### src/rtl/i2c_master_arbiter.sv
// Round-robin arbiter that shares one master_i2c between N_REQ requesters.
// It launches each granted transaction, tracks it through m_ready and returns done/err/rdata.
module i2c_master_arbiter #(
  parameter int N_REQ   = 4,
  parameter int TIMEOUT = 4096,
  parameter int TW      = 12
) (
  input  logic                 clk,
  input  logic                 reset,
  input  logic [N_REQ-1:0]     req,
  input  logic [7*N_REQ-1:0]   req_addr,
  input  logic [N_REQ-1:0]     req_rw,
  input  logic [8*N_REQ-1:0]   req_wdata,
  output logic [N_REQ-1:0]     gnt,
  output logic [N_REQ-1:0]     done,
  output logic                 err,
  output logic [7:0]           rdata,
  output logic                 m_enable,
  output logic [6:0]           m_addr,
  output logic                 m_rw,
  output logic [7:0]           m_data_in,
  input  logic [7:0]           m_data_out,
  input  logic                 m_ready,
  output logic [1:0]           fsm_state
);

  localparam int PW = (N_REQ > 1) ? $clog2(N_REQ) : 1;
  localparam logic [TW-1:0] TMAX = TW'(TIMEOUT);

  typedef enum logic [1:0] {IDLE, LAUNCH, BUSY, FINISH} state_t;

  state_t         state;
  logic [PW-1:0]  ptr;
  logic [PW-1:0]  idx;
  logic [TW-1:0]  cnt;
  logic           abort;
  logic           found;
  logic [PW-1:0]  win;
  logic           at_limit;

  assign fsm_state = state;
  assign at_limit  = (cnt == TMAX);

  // First pending request scanning upward from the one after the last grantee.
  always_comb begin
    found = 1'b0;
    win   = ptr;
    for (int k = 1; k <= N_REQ; k++) begin
      if (!found && req[(int'(ptr) + k) % N_REQ]) begin
        found = 1'b1;
        win   = PW'((int'(ptr) + k) % N_REQ);
      end
    end
  end

  always_ff @(posedge clk) begin
    if (reset) begin
      state     <= IDLE;
      ptr       <= PW'(N_REQ - 1);
      idx       <= '0;
      cnt       <= '0;
      abort     <= 1'b0;
      gnt       <= '0;
      done      <= '0;
      err       <= 1'b0;
      rdata     <= '0;
      m_enable  <= 1'b0;
      m_addr    <= '0;
      m_rw      <= 1'b0;
      m_data_in <= '0;
    end else begin
      done <= '0;
      err  <= 1'b0;
      case (state)
        IDLE: begin
          if (found && m_ready) begin
            gnt       <= '0;
            gnt[win]  <= 1'b1;
            m_addr    <= req_addr[7*win +: 7];
            m_rw      <= req_rw[win];
            m_data_in <= req_wdata[8*win +: 8];
            m_enable  <= 1'b1;
            idx       <= win;
            cnt       <= '0;
            state     <= LAUNCH;
          end
        end
        // Enable drops as soon as the master leaves idle so it stops instead of relaunching.
        LAUNCH: begin
          if (!m_ready) begin
            m_enable <= 1'b0;
            cnt      <= '0;
            state    <= BUSY;
          end else if (at_limit) begin
            m_enable <= 1'b0;
            abort    <= 1'b1;
            cnt      <= '0;
            state    <= FINISH;
          end else begin
            cnt <= cnt + TW'(1);
          end
        end
        BUSY: begin
          if (m_ready) begin
            cnt   <= '0;
            state <= FINISH;
          end else if (at_limit) begin
            abort <= 1'b1;
            cnt   <= '0;
            state <= FINISH;
          end else begin
            cnt <= cnt + TW'(1);
          end
        end
        FINISH: begin
          done[idx] <= 1'b1;
          err       <= abort;
          if (m_rw && !abort) rdata <= m_data_out;
          gnt       <= '0;
          ptr       <= idx;
          abort     <= 1'b0;
          cnt       <= '0;
          state     <= IDLE;
        end
        default: state <= IDLE;
      endcase
    end
  end

endmodule

### config.mk
export PLATFORM = sky130hd
export DESIGN_NAME = i2c_master_arbiter
export DESIGN_NICKNAME = d
export VERILOG_FILES = /design/src/rtl/i2c_master_arbiter.sv
export SDC_FILE = /design/constraint.sdc
export NUM_CORES = 1
export LEC_CHECK = 0
export ABC_CLOCK_PERIOD_IN_PS = 3700
export BUFFER_PORTS_ARGS = -buffer_cell sky130_fd_sc_hd__buf_2
export CAP_MARGIN = 20
export CORE_MARGIN = 3
export CORE_UTILIZATION = 23
export DETAILED_ROUTE_END_ITERATION = 12
export GPL_ROUTABILITY_DRIVEN = 0
export SLEW_MARGIN = 30
export SYNTH_ARGS = -nofsm -noshare
export SYNTH_HDL_FRONTEND = slang
export SYNTH_SLANG_ARGS = --single-unit
export TNS_END_PERCENT = 1
### constraint.sdc
create_clock -name clk -period 3.7 [get_ports clk]
set_input_delay 0.74 -clock clk [delete_from_list [all_inputs] [get_ports clk]]
set_output_delay 0.74 -clock clk [all_outputs]
set_load 0.03 [all_outputs]
==> results by group, run 1 <==
Pwr
  • Cell leakage power: 1.665 nW
  • Worst vdd rail ir drop: 0.1687 mV
  • Pwr Density: 410.3 nW/um2
  • Final Power: 1.490 mW

Timing
  • Final slew viol count: 0
  • Final hold vios: 0
  • Worst-margin pin slew: 0.6769 ns
  • Final setup viols: 0
  • Layout Skew: 0.004237 ns
  • Minimum clock period: 2.477 ns
  • Max Clock Freq: 403.7 MHz
  • Setup_tns: 0 ns
  • Slew margin rel.: 54.88%
  • RSZ-0062 raised after global routing: false
  • Final period util: 66.95%

Final layout
  • Area Growth Syn to Fin: 28.01%
  • Layout Cells excl Fill: 552
  • Proportion of layout cells with a drive suffix above 1: 36.19%
  • Antenna diodes: 0
  • Most frequent cells in the layout: buf_2 (114), dfxtp_1 (53), nor2_1 (28)
  • Commonest non-fill, non-tap cell in the layout: buf_2
  • # fillers: 1233
  • Fin util: 31.00%
  • Multi-input logic area: 1625 um2
  • Post-Layout Inst Area: 3631 um2
  • Register Area: 1061 um2
  • Nets@finish: 495

Setup path
  • CP Capture Type: register
  • Critical Path Source Type: input pin
  • Worst setup path start: req[2]
  • Worst r2r src: ptr[1]
  • Required time of the critical path: 3.89 ns
  • Worst path cell trace: buf_2 > nor2_1 > and2_1 > nor3_4 > buf_4 > mux2_2 > a221o_1
  • Setup CP Type: input pin to register
  • Worst-case reg-to-reg path depth: 6
  • Arr. time, crit path: 2.66 ns
  • Critical-path top delay cell: and2_1
  • CP max FO: 17
  • Crit-path max cell delay: 0.38 ns

Synth
  • Number of library cell types mapped by synthesis: 44
  • Ys flop type: dfxtp_1
  • Post-Syn Nets: 392
  • Xor-xnor portion of the synthesized cell area: 3.397%
  • Yosys Warn Count: 0
  • Synth Area in Adders: 3.088%
  • Syn Inst Count: 306
  • Asr flop ratio synth: 0%
  • Post-Syn Area per Cell: 9.270 um2
  • #FFs+latches synth: 53
  • Sequential area share after synthesis: 37.41%
  • Simple logic cell fraction of the synthesized area: 18.88%
  • Compound-Gate Fraction of Synth Area: 21.09%
  • Cell Area, Synth: 2836 um2
  • Largest family of logic cells by synthesized area: compound AO/OA/AOI/OAI gates
  • Mux contribution to synthesized area: 10.85%
  • Number of flops mapped to enable cells by yosys: 0

Clock tree
  • Clock Sinks: 53
  • Clock slew at reported path FFs: 0.07 ns
  • Clock buffer depth: 2
  • Root Driver: clkbuf_16
  • CTS Buf Count: 5
  • Clock latency on the worst-skew pair: 0.30 ns
  • H-tree levels: 2
  • TritonCTS clock tree: done
  • Hold-fix buffers, CTS: 0
  • Cts repair resizes: 0
  • Setup Fix Bufs, Post-CTS: 0

Run status
  • Status: finished, final reports clean

Job
  • MaxCap Viol Count: 0

Global routing
  • Global-route wire length before repair: 12600 um
  • Vias in the first global route: 2516
  • Overflow after GRT: 0
  • GRT Util Overall: 11.84%
  • Largest net degree at the start of global routing: 31
  • Initial antenna violation count: 0

Place
  • Post-placement cell count: 545
  • Placed instance area: 3488 um2
  • HPWL after detailed placement: 6348 um
  • Port bufs: 114

Worst hold path
  • Hold WC Path Type: register to register
  • Cell count of the worst hold path: 2
  • Hold path startpoint: gnt[1]

Detailed routing
  • Routed len/inst: 15.51 um
  • DRC: 0
  • Via count: 2715
  • 1st-pass router iterations: 4
  • Antenna-violating nets left: 0
  • 1st-iter DRT viols: 126
  • Drt total wl: 8560 um
  • Vias per cell: 4.918

Floorplanning
  • Rows: 39
  • Initial core utilization: 24.22%
  • I/O pin cnt: 115
  • CORE AREA: 11710 um2
  • Full die area: 13700 um2
  • Die Y: 117.1 um
  • Die Wd: 117.1 um
==> kinds of logic (layout without fill, tap and decap cells) <==
kind of cell             Yosys count  after routing
AND/OR/NAND/NOR                  102            102
AO/OA/AOI/OAI                     78             78
flip-flops                        53             53
buffers and inverters             29            132
multiplexers                      26             26
XOR/XNOR                          11             11
adder cells (fa/ha/maj)            7              7
==> Yosys cell counts (3+ instances only) <==
| cell | number | area (um2) |
|---|---|---|
| a211oi_1 | 4 | 30.03 |
| a21o_1 | 4 | 30.03 |
| a21oi_1 | 25 | 125.1 |
| a221o_1 | 16 | 160.2 |
| and3_1 | 4 | 25.02 |
| buf_2 | 3 | 15.01 |
| buf_6 | 4 | 45.04 |
| clkbuf_1 | 11 | 41.29 |
| dfxtp_1 | 53 | 1061 |
| ha_1 | 7 | 87.58 |
| inv_1 | 8 | 30.03 |
| mux2_2 | 10 | 112.6 |
| mux2_4 | 7 | 105.1 |
| mux2i_1 | 9 | 90.09 |
| nand2_1 | 18 | 67.56 |
| nand2b_1 | 4 | 25.02 |
| nand3_1 | 5 | 25.02 |
| nand4_1 | 19 | 118.9 |
| nor2_1 | 28 | 105.1 |
| nor3_1 | 4 | 20.02 |
| o21ai_0 | 5 | 25.02 |
| o31ai_1 | 16 | 120.1 |
| or3_1 | 5 | 31.28 |
| xnor2_1 | 6 | 52.55 |
| xor2_1 | 5 | 43.79 |
==> flip-flops by register name, indices dropped and copies added, names as in the netlist <==
signal	flops
m_data_in	8
m_addr	7
fsm_state	2
abort	1
gnt	4
m_rw	1
m_enable	1
idx	2
err	1
ptr	2
rdata	8
done	4
cnt	12
==> layer usage <==
metal | track usage [%] | part of all wire (%)
met5 | 0 | 0
met2 | 19.49 | 45
met3 | 4.062 | 8.5
met1 | 14.75 | 45
met4 | 3.364 | 1.6
==> worst paths after layout <==
path | endpoint | slack, ns
worst max-delay path | m_rw | 1.22
worst min-delay path | gnt[1] | 0.46
worst max register to register | m_rw | 1.30
worst min register to register | gnt[1] | 0.46
==> layout make-up <==
type / count / share of cell area, %
clock buffers: 7 / 3.928
inverters: 8 / 0.8270
multi-input cells: 224 / 44.76
flip-flops and latches: 53 / 29.22
well taps: 143 / 4.928
repair buffers: 117 / 16.33
==> power breakdown <==
group | total [mW] | switching (mW) | internal, mW
clock network | 0.482 | 0.215 | 0.267
logic | 0.369 | 0.221 | 0.148
registers | 0.639 | 0.0302 | 0.609
==> worst max-delay path, delay by kind of cell <==
kind	cells	cell delay, ns
AND/OR/NAND/NOR	3	0.75
multiplexers	1	0.38
buffers and inverters	2	0.44
AO/OA/AOI/OAI	1	0.35
==> through the flow <==
stage               hold slack [ns]  setup slack, ns
floorplan                    0.4460            1.378
global placement             0.4423           0.9679
detailed placement           0.4496           0.9103
CTS                          0.4664            1.219
global route                 0.4966            1.110
finish                       0.4620            1.223
Note: power is estimated with default switching activity, not from simulation.
==> run 2: changes to the inputs <==
--- a/config.mk
+++ b/config.mk
@@ -5,7 +5,7 @@
 export SDC_FILE = /design/constraint.sdc
 export NUM_CORES = 1
 export LEC_CHECK = 0
-export ABC_CLOCK_PERIOD_IN_PS = 3700
+export ABC_CLOCK_PERIOD_IN_PS = 2500
 export BUFFER_PORTS_ARGS = -buffer_cell sky130_fd_sc_hd__buf_2
 export CAP_MARGIN = 20
 export CORE_MARGIN = 3
==> constraint.sdc (replaced) <==
create_clock -name clk -period 2.5 [get_ports clk]
set_input_delay 0.5 -clock clk [delete_from_list [all_inputs] [get_ports clk]]
set_output_delay 0.5 -clock clk [all_outputs]
set_load 0.03 [all_outputs]
==> run 2 against run 1 <==
  * Core utilization increased by 0.82 points
  * Critical path type is now register to register
  * Global-route usage increased by 0.62 points
  * Non-clock buffer count increased by 11
  * Sequential power increased by 48%
  * Setup slack got worse by 0.85 ns
==> results by group, run 2 (same netlist as run 1, synthesis figures left out) <==
Run status
  • Status: finished, final reports clean

Setup path
  • Reg2reg setup slack: 0.37 ns (-0.93 ns)
  • Worst-case reg-to-reg path depth: 6 (unchanged)
  • Critical-path top delay cell: dfxtp_1
  • Crit-path max cell delay: 0.47 ns (+0.09 ns)
  • Required time of the critical path: 2.68 ns (-1.21 ns)
  • Worst path cell trace: nand2b_1 > a21oi_4 > nor3_4 > buf_4 > mux2_4 > a221o_1
  • CP max FO: 9 (-8)
  • Setup CP Type: register to register
  • Worst r2r src: ptr[1]
  • Worst setup path start: ptr[1]
  • Critical Path Source Type: register
  • CP Capture Type: register
  • Reg2reg end: m_addr[2]
  • Arr. time, crit path: 2.31 ns (-0.35 ns)

Clock tree
  • TritonCTS clock tree: done
  • Cts repair resizes: 0 (unchanged)
  • Clock latency on the worst-skew pair: 0.30 ns (about the same)
  • Clock slew at reported path FFs: 0.08 ns (about the same)
  • CTS Buf Count: 5 (unchanged)
  • H-tree levels: 2 (unchanged)
  • Clock Sinks: 53 (unchanged)
  • Hold-fix buffers, CTS: 0 (unchanged)
  • Root Driver: clkbuf_16
  • Clock buffer depth: 2 (unchanged)
  • Setup Fix Bufs, Post-CTS: 0 (unchanged)

Global routing
  • Largest net degree at the start of global routing: 30 (-3.2%)
  • Grt met2 use: 22.45% (+3.0 points)
  • GR Layer Usage met1: 14.47% (-0.29 points)
  • Global-route wire length before repair: 13390 um (+6.2%)
  • Grt peak-use layer: met2
  • Overflow after GRT: 0 (unchanged)
  • GRT Util Overall: 12.46% (+0.62 points)
  • Initial antenna violation count: 0 (unchanged)
  • Grt met3 use: 3.290% (-0.77 points)
  • Vias in the first global route: 2759 (+9.7%)

Worst hold path
  • Hold path startpoint: m_data_out[7]
  • Cell count of the worst hold path: 3 (+1)
  • WHS Endpoint: rdata[7]
  • Hold WC Path Type: input pin to register

Timing
  • Setup_tns: 0 ns (unchanged)
  • RSZ-0062 raised after global routing: false
  • Worst-margin pin slew: 0.6215 ns (-0.05538 ns)
  • Final hold vios: 0 (unchanged)
  • Minimum clock period: 2.129 ns
  • Final setup viols: 0 (unchanged)
  • Slew margin rel.: 58.47% (+3.6 points)
  • Final period util: 85.17%
  • Layout Skew: 0.003989 ns (-0.0002487 ns)
  • Final slew viol count: 0 (unchanged)
  • Max Clock Freq: 469.6 MHz

Detailed routing
  • DRC: 0 (unchanged)
  • Routed len/inst: 15.31 um (-1.3%)
  • Via count: 2793 (+2.9%)
  • 1st-pass router iterations: 4 (unchanged)
  • 1st-iter DRT viols: 290 (+130%)
  • Vias per cell: 4.952 (+0.68%)
  • Drt total wl: 8634 um (+0.86%)
  • Antenna-violating nets left: 0 (unchanged)

Pwr
  • Worst vdd rail ir drop: 0.3207 mV (+90%)
  • Gate power share: 25.0% (+0.2 points)
  • Reg power frac: 42.0% (-0.9 points)
  • Sw Share: 31.72% (+0.39 points)
  • Cell leakage power: 1.725 nW (+3.6%)
  • P_int: 1.538 mW (+50%)
  • Clock power frac: 33.0% (+0.6 points)
  • Switching pwr: 714.7 uW (+53%)
  • Pwr Density: 604.4 nW/um2 (+47%)

Final layout
  • Max reg flops: 12 (unchanged)
  • Most frequent cells in the layout: buf_2 (114), dfxtp_1 (53), nor2_1 (28)
  • Register Area: 1061 um2 (unchanged)
  • Layout Cells excl Fill: 564 (+2.2%)
  • Area Growth Syn to Fin: 31.41%
  • Antenna diodes: 0 (unchanged)
  • # fillers: 1224 (-0.73%)
  • Proportion of layout cells with a drive suffix above 1: 38.24% (+2.1 points)
  • Commonest non-fill, non-tap cell in the layout: buf_2
  • Top reg by flops: cnt
  • Largest registers: cnt: 12 flops, m_data_in: 8 flops, rdata: 8 flops
  • Nets@finish: 506 (+2.2%)
  • Multi-input logic area: 1625 um2 (unchanged)

Place
  • Port bufs: 114 (unchanged)
  • HPWL after detailed placement: 6484 um (+2.2%)
  • Post-placement cell count: 556 (+2.0%)

Job
  • MaxCap Viol Count: 0 (unchanged)

Floorplanning
  • I/O pin cnt: 115 (unchanged)
  • Die Wd: 117.1 um (unchanged)
  • Full die area: 13700 um2 (unchanged)
  • Rows: 39 (unchanged)
  • Die Y: 117.1 um (unchanged)
  • CORE AREA: 11710 um2 (unchanged)
  • Initial core utilization: 24.22% (unchanged)
[run 2: routing by layer]
metal / routed length [um] / vias to the layer above
met5: 0 / -
met4: 85 / 0
met3: 629 / 7
met2: 4242 / 108
met1: 3677 / 1312
li1: - / 1366
[run 2: worst max path at each step]
stage	end	slack [ns]	cells past startpoint
final	m_addr[2]	0.37	6
after CTS	m_addr[2]	0.32	6
after floorplan	m_addr[0]	0.42	7
after global routing	m_addr[2]	0.18	6
after detailed placement	m_addr[5]	0.18	7
after global placement	m_addr[0]	0.22	7
[run 2: power by group through the flow]
stage                     Sequential, mW  Clock, mW  Combinational [mW]
after floorplan                     1.05          0               0.286
after global placement             0.964          0               0.558
after detailed placement           0.966          0               0.565
after CTS                          0.947      0.775               0.567
after global routing               0.956      0.805               0.623
final                              0.946      0.744               0.563
[run 2: critical path: cells and delay by family, from the launching register on]
family	cells	cell delay, ns
buf+inv	1	0.26
compound gates	2	0.39
simple gates	2	0.59
flops	1	0.47
mux	1	0.31
[run 2: final cells by class]
type,instances,share of cell area [%]
Timing Repair Buffer,128,18.13
Inverter,8,0.8056
Clock inverter,2,0.4700
Multi-Input combinational cell,224,43.61
Tap cell,143,4.800
Clock buffer,6,3.726
Sequential cell,53,28.47
[run 2: metrics by stage]
stage / total power, mW / worst slack [ns] / hold slack (ns) / area [um2] / utilization (%)
after global placement: 1.521 / 0.2181 / 0.4414 / 3571 / 30.49
final: 2.253 / 0.3707 / 0.4350 / 3727 / 31.83
after CTS: 2.289 / 0.3182 / 0.4275 / 3727 / 31.83
after floorplan: 1.331 / 0.4180 / 0.4460 / 2836 / -
after detailed placement: 1.531 / 0.1803 / 0.4505 / 3571 / 30.49
after global routing: 2.385 / 0.1750 / 0.4542 / 3727 / 31.83
==> run 3: changes to the inputs <==
--- a/config.mk
+++ b/config.mk
@@ -6,12 +6,13 @@
 export NUM_CORES = 1
 export LEC_CHECK = 0
 export ABC_CLOCK_PERIOD_IN_PS = 2500
-export BUFFER_PORTS_ARGS = -buffer_cell sky130_fd_sc_hd__buf_2
 export CAP_MARGIN = 20
-export CORE_MARGIN = 3
-export CORE_UTILIZATION = 23
+export CORE_MARGIN = 2
+export CORE_UTILIZATION = 63
 export DETAILED_ROUTE_END_ITERATION = 12
+export DONT_BUFFER_PORTS = 1
 export GPL_ROUTABILITY_DRIVEN = 0
+export PLACE_DENSITY = 0.79
 export SLEW_MARGIN = 30
 export SYNTH_ARGS = -nofsm -noshare
 export SYNTH_HDL_FRONTEND = slang
==> run 3 against run 2 <==
  * Clock-buffer cell count grew 1
  * Core utilization increased by 37 points
  * Fmax is 4.9% lower
  * First-iteration DRC count down 59%
  * Setup slack got worse by 0.11 ns
  * Critical endpoint is now m_rw
  * Highest routed layer unchanged
==> results by group, run 3 (same netlist as run 1, synthesis figures left out) <==
Place
  • HPWL after detailed placement: 4703 um (-27%)
  • Port bufs: 0 (-100%)
  • Placed instance area: 2851 um2 (-20%)
  • Dpl ws: 0.01636 ns (-0.1639 ns)

Clock tree
  • Setup Fix Bufs, Post-CTS: 0 (unchanged)
  • CTS Buf Count: 5 (unchanged)
  • Root Driver: clkbuf_8
  • TritonCTS clock tree: done
  • H-tree levels: 2 (unchanged)
  • Cts repair resizes: 0 (unchanged)
  • Clock slew at reported path FFs: 0.09 ns (about the same)
  • Clock buffer depth: 2 (unchanged)
  • Hold-fix buffers, CTS: 0 (unchanged)
  • Clock latency on the worst-skew pair: 0.30 ns (about the same)
  • Clock Sinks: 53 (unchanged)

Worst hold path
  • Hold path startpoint: reset
  • Hold WC Path Type: input pin to register
  • Cell count of the worst hold path: 1 (-2)
  • WHS Endpoint: gnt[2]

Final layout
  • Post-Layout Inst Area: 2979 um2 (-20%)
  • Multi-input logic area: 1628 um2 (+0.15%)
  • Largest registers: cnt: 12 flops, m_data_in: 8 flops, rdata: 8 flops
  • # fillers: 335 (-73%)
  • Register Area: 1061 um2 (unchanged)
  • Top reg by flops: cnt
  • Commonest non-fill, non-tap cell in the layout: dfxtp_1
  • Nets@finish: 388 (-23%)
  • Antenna diodes: 0 (unchanged)
  • Most frequent cells in the layout: dfxtp_1 (53), nor2_1 (27), a21oi_1 (25)
  • Proportion of layout cells with a drive suffix above 1: 14.19% (-24 points)
  • Max reg flops: 12 (unchanged)
  • Area Growth Syn to Fin: 5.029%

Timing
  • Final setup viols: 0 (unchanged)
  • Worst-margin pin slew: 0.6649 ns (+0.04340 ns)
  • Layout Skew: 0.007863 ns (+0.003874 ns)
  • Final slew viol count: 0 (unchanged)
  • RSZ-0062 raised after global routing: false
  • Fin Hold WS: 0.2629 ns (-0.1721 ns)
  • Slew margin rel.: 55.63% (-2.8 points)
  • Minimum clock period: 2.239 ns (+0.1100 ns)
  • Setup_tns: 0 ns (unchanged)
  • Final period util: 89.57% (+4.4 points)
  • Final hold vios: 0 (unchanged)
  • Post-route worst setup slack: 0.2606 ns (-0.1100 ns)
  • Max Clock Freq: 446.6 MHz (-4.9%)

Detailed routing
  • Vias per cell: 6.654 (+34%)
  • 1st-pass router iterations: 4 (unchanged)
  • Drt total wl: 6417 um (-26%)
  • 1st-iter DRT viols: 120 (-59%)
  • DRC: 0 (unchanged)
  • Via count: 2362 (-15%)
  • Routed len/inst: 18.08 um (+18%)
  • Antenna-violating nets left: 0 (unchanged)

Run status
  • Status: finished, final reports clean

Setup path
  • Worst-case reg-to-reg path depth: 6 (unchanged)
  • CP Capture Type: register
  • Reg2reg end: m_rw
  • Crit-path max cell delay: 0.48 ns (about the same)
  • Critical-path top delay cell: dfxtp_1
  • Worst r2r src: ptr[1]
  • Arr. time, crit path: 2.44 ns (+0.13 ns)
  • CP max FO: 13 (+4)
  • Reg2reg setup slack: 0.26 ns (-0.11 ns)
  • Required time of the critical path: 2.70 ns (+0.02 ns)
  • Worst path cell trace: nor2_1 > and2_1 > nor3_4 > buf_6 > mux2_2 > a221o_1
  • Setup CP Type: register to register
  • Critical Path Source Type: register

Global routing
  • Overflow after GRT: 0 (unchanged)
  • Vias in the first global route: 2184 (-21%)
  • Largest net degree at the start of global routing: 31 (+3.3%)
  • Initial antenna violation count: 0 (unchanged)
  • Global-route wire length before repair: 10010 um (-25%)
  • GRT Util Overall: 24.23% (+12 points)

Pwr
  • Worst vdd rail ir drop: 0.3219 mV (+0.40%)
  • Final Power: 1.978 mW (-12%)
  • Pwr Density: 664.0 nW/um2 (+9.9%)
  • Cell leakage power: 1.189 nW (-31%)

Floorplanning
  • Die Y: 71.10 um (-39%)
  • Full die area: 5055 um2 (-63%)
  • Die Wd: 71.10 um (-39%)
  • Initial core utilization: 65.14% (+41 points)
  • Rows: 24 (-38%)
  • I/O pin cnt: 115 (unchanged)
  • CORE AREA: 4354 um2 (-63%)

Job
  • MaxCap Viol Count: 0 (unchanged)
[run 3: area by class of cell]
class,count,share of cell area (%)
well taps,52,2.184
clock inverters,1,1.008
clock buffers,7,2.898
multi-input cells,224,54.64
flip-flops and latches,53,35.62
repair buffers,10,2.646
inverters,8,1.008
[run 3: metal layers]
layer	track usage (%)	up-vias	share of wire (%)
met1	28.13	1120	40
li1	-	1133	-
met3	4.986	12	6.6
met2	43.82	97	51
met5	0	-	0
met4	8.805	0	1.7
[run 3: worst max path at each step]
stage | slack, ns | to | cells past startpoint | from
floorplan | 0.42 | m_addr[0] | 7 | req[2]
global placement | 0.07 | m_rw | 5 | req[2]
detailed placement | 0.02 | m_rw | 5 | ptr[1]
CTS | 0.01 | m_rw | 5 | ptr[1]
global route | 0.14 | m_rw | 6 | ptr[1]
finish | 0.26 | m_rw | 6 | ptr[1]
[run 3: power breakdown]
part | switching (mW) | leakage, nW | internal [mW]
sequential | 0.122 | 0.431 | 0.900
clock | 0.268 | 0.0585 | 0.327
combinational | 0.198 | 0.700 | 0.162
[run 3: critical path: cells and delay by family (launching register included)]
kind                   cells  cell delay (ns)
buffers and inverters      1             0.25
and+or+nand+nor            3             0.74
AOI/OAI and AO/OA          1             0.33
DFF                        1             0.48
muxes                      1             0.34
[run 3: through the flow]
stage,std cells,utilization (%)
3_5_place_dp,346,65.49
2_1_floorplan,306,-
6_report,355,68.42
5_1_grt,355,68.42
4_1_cts,354,68.16
3_3_place_gp,346,65.43
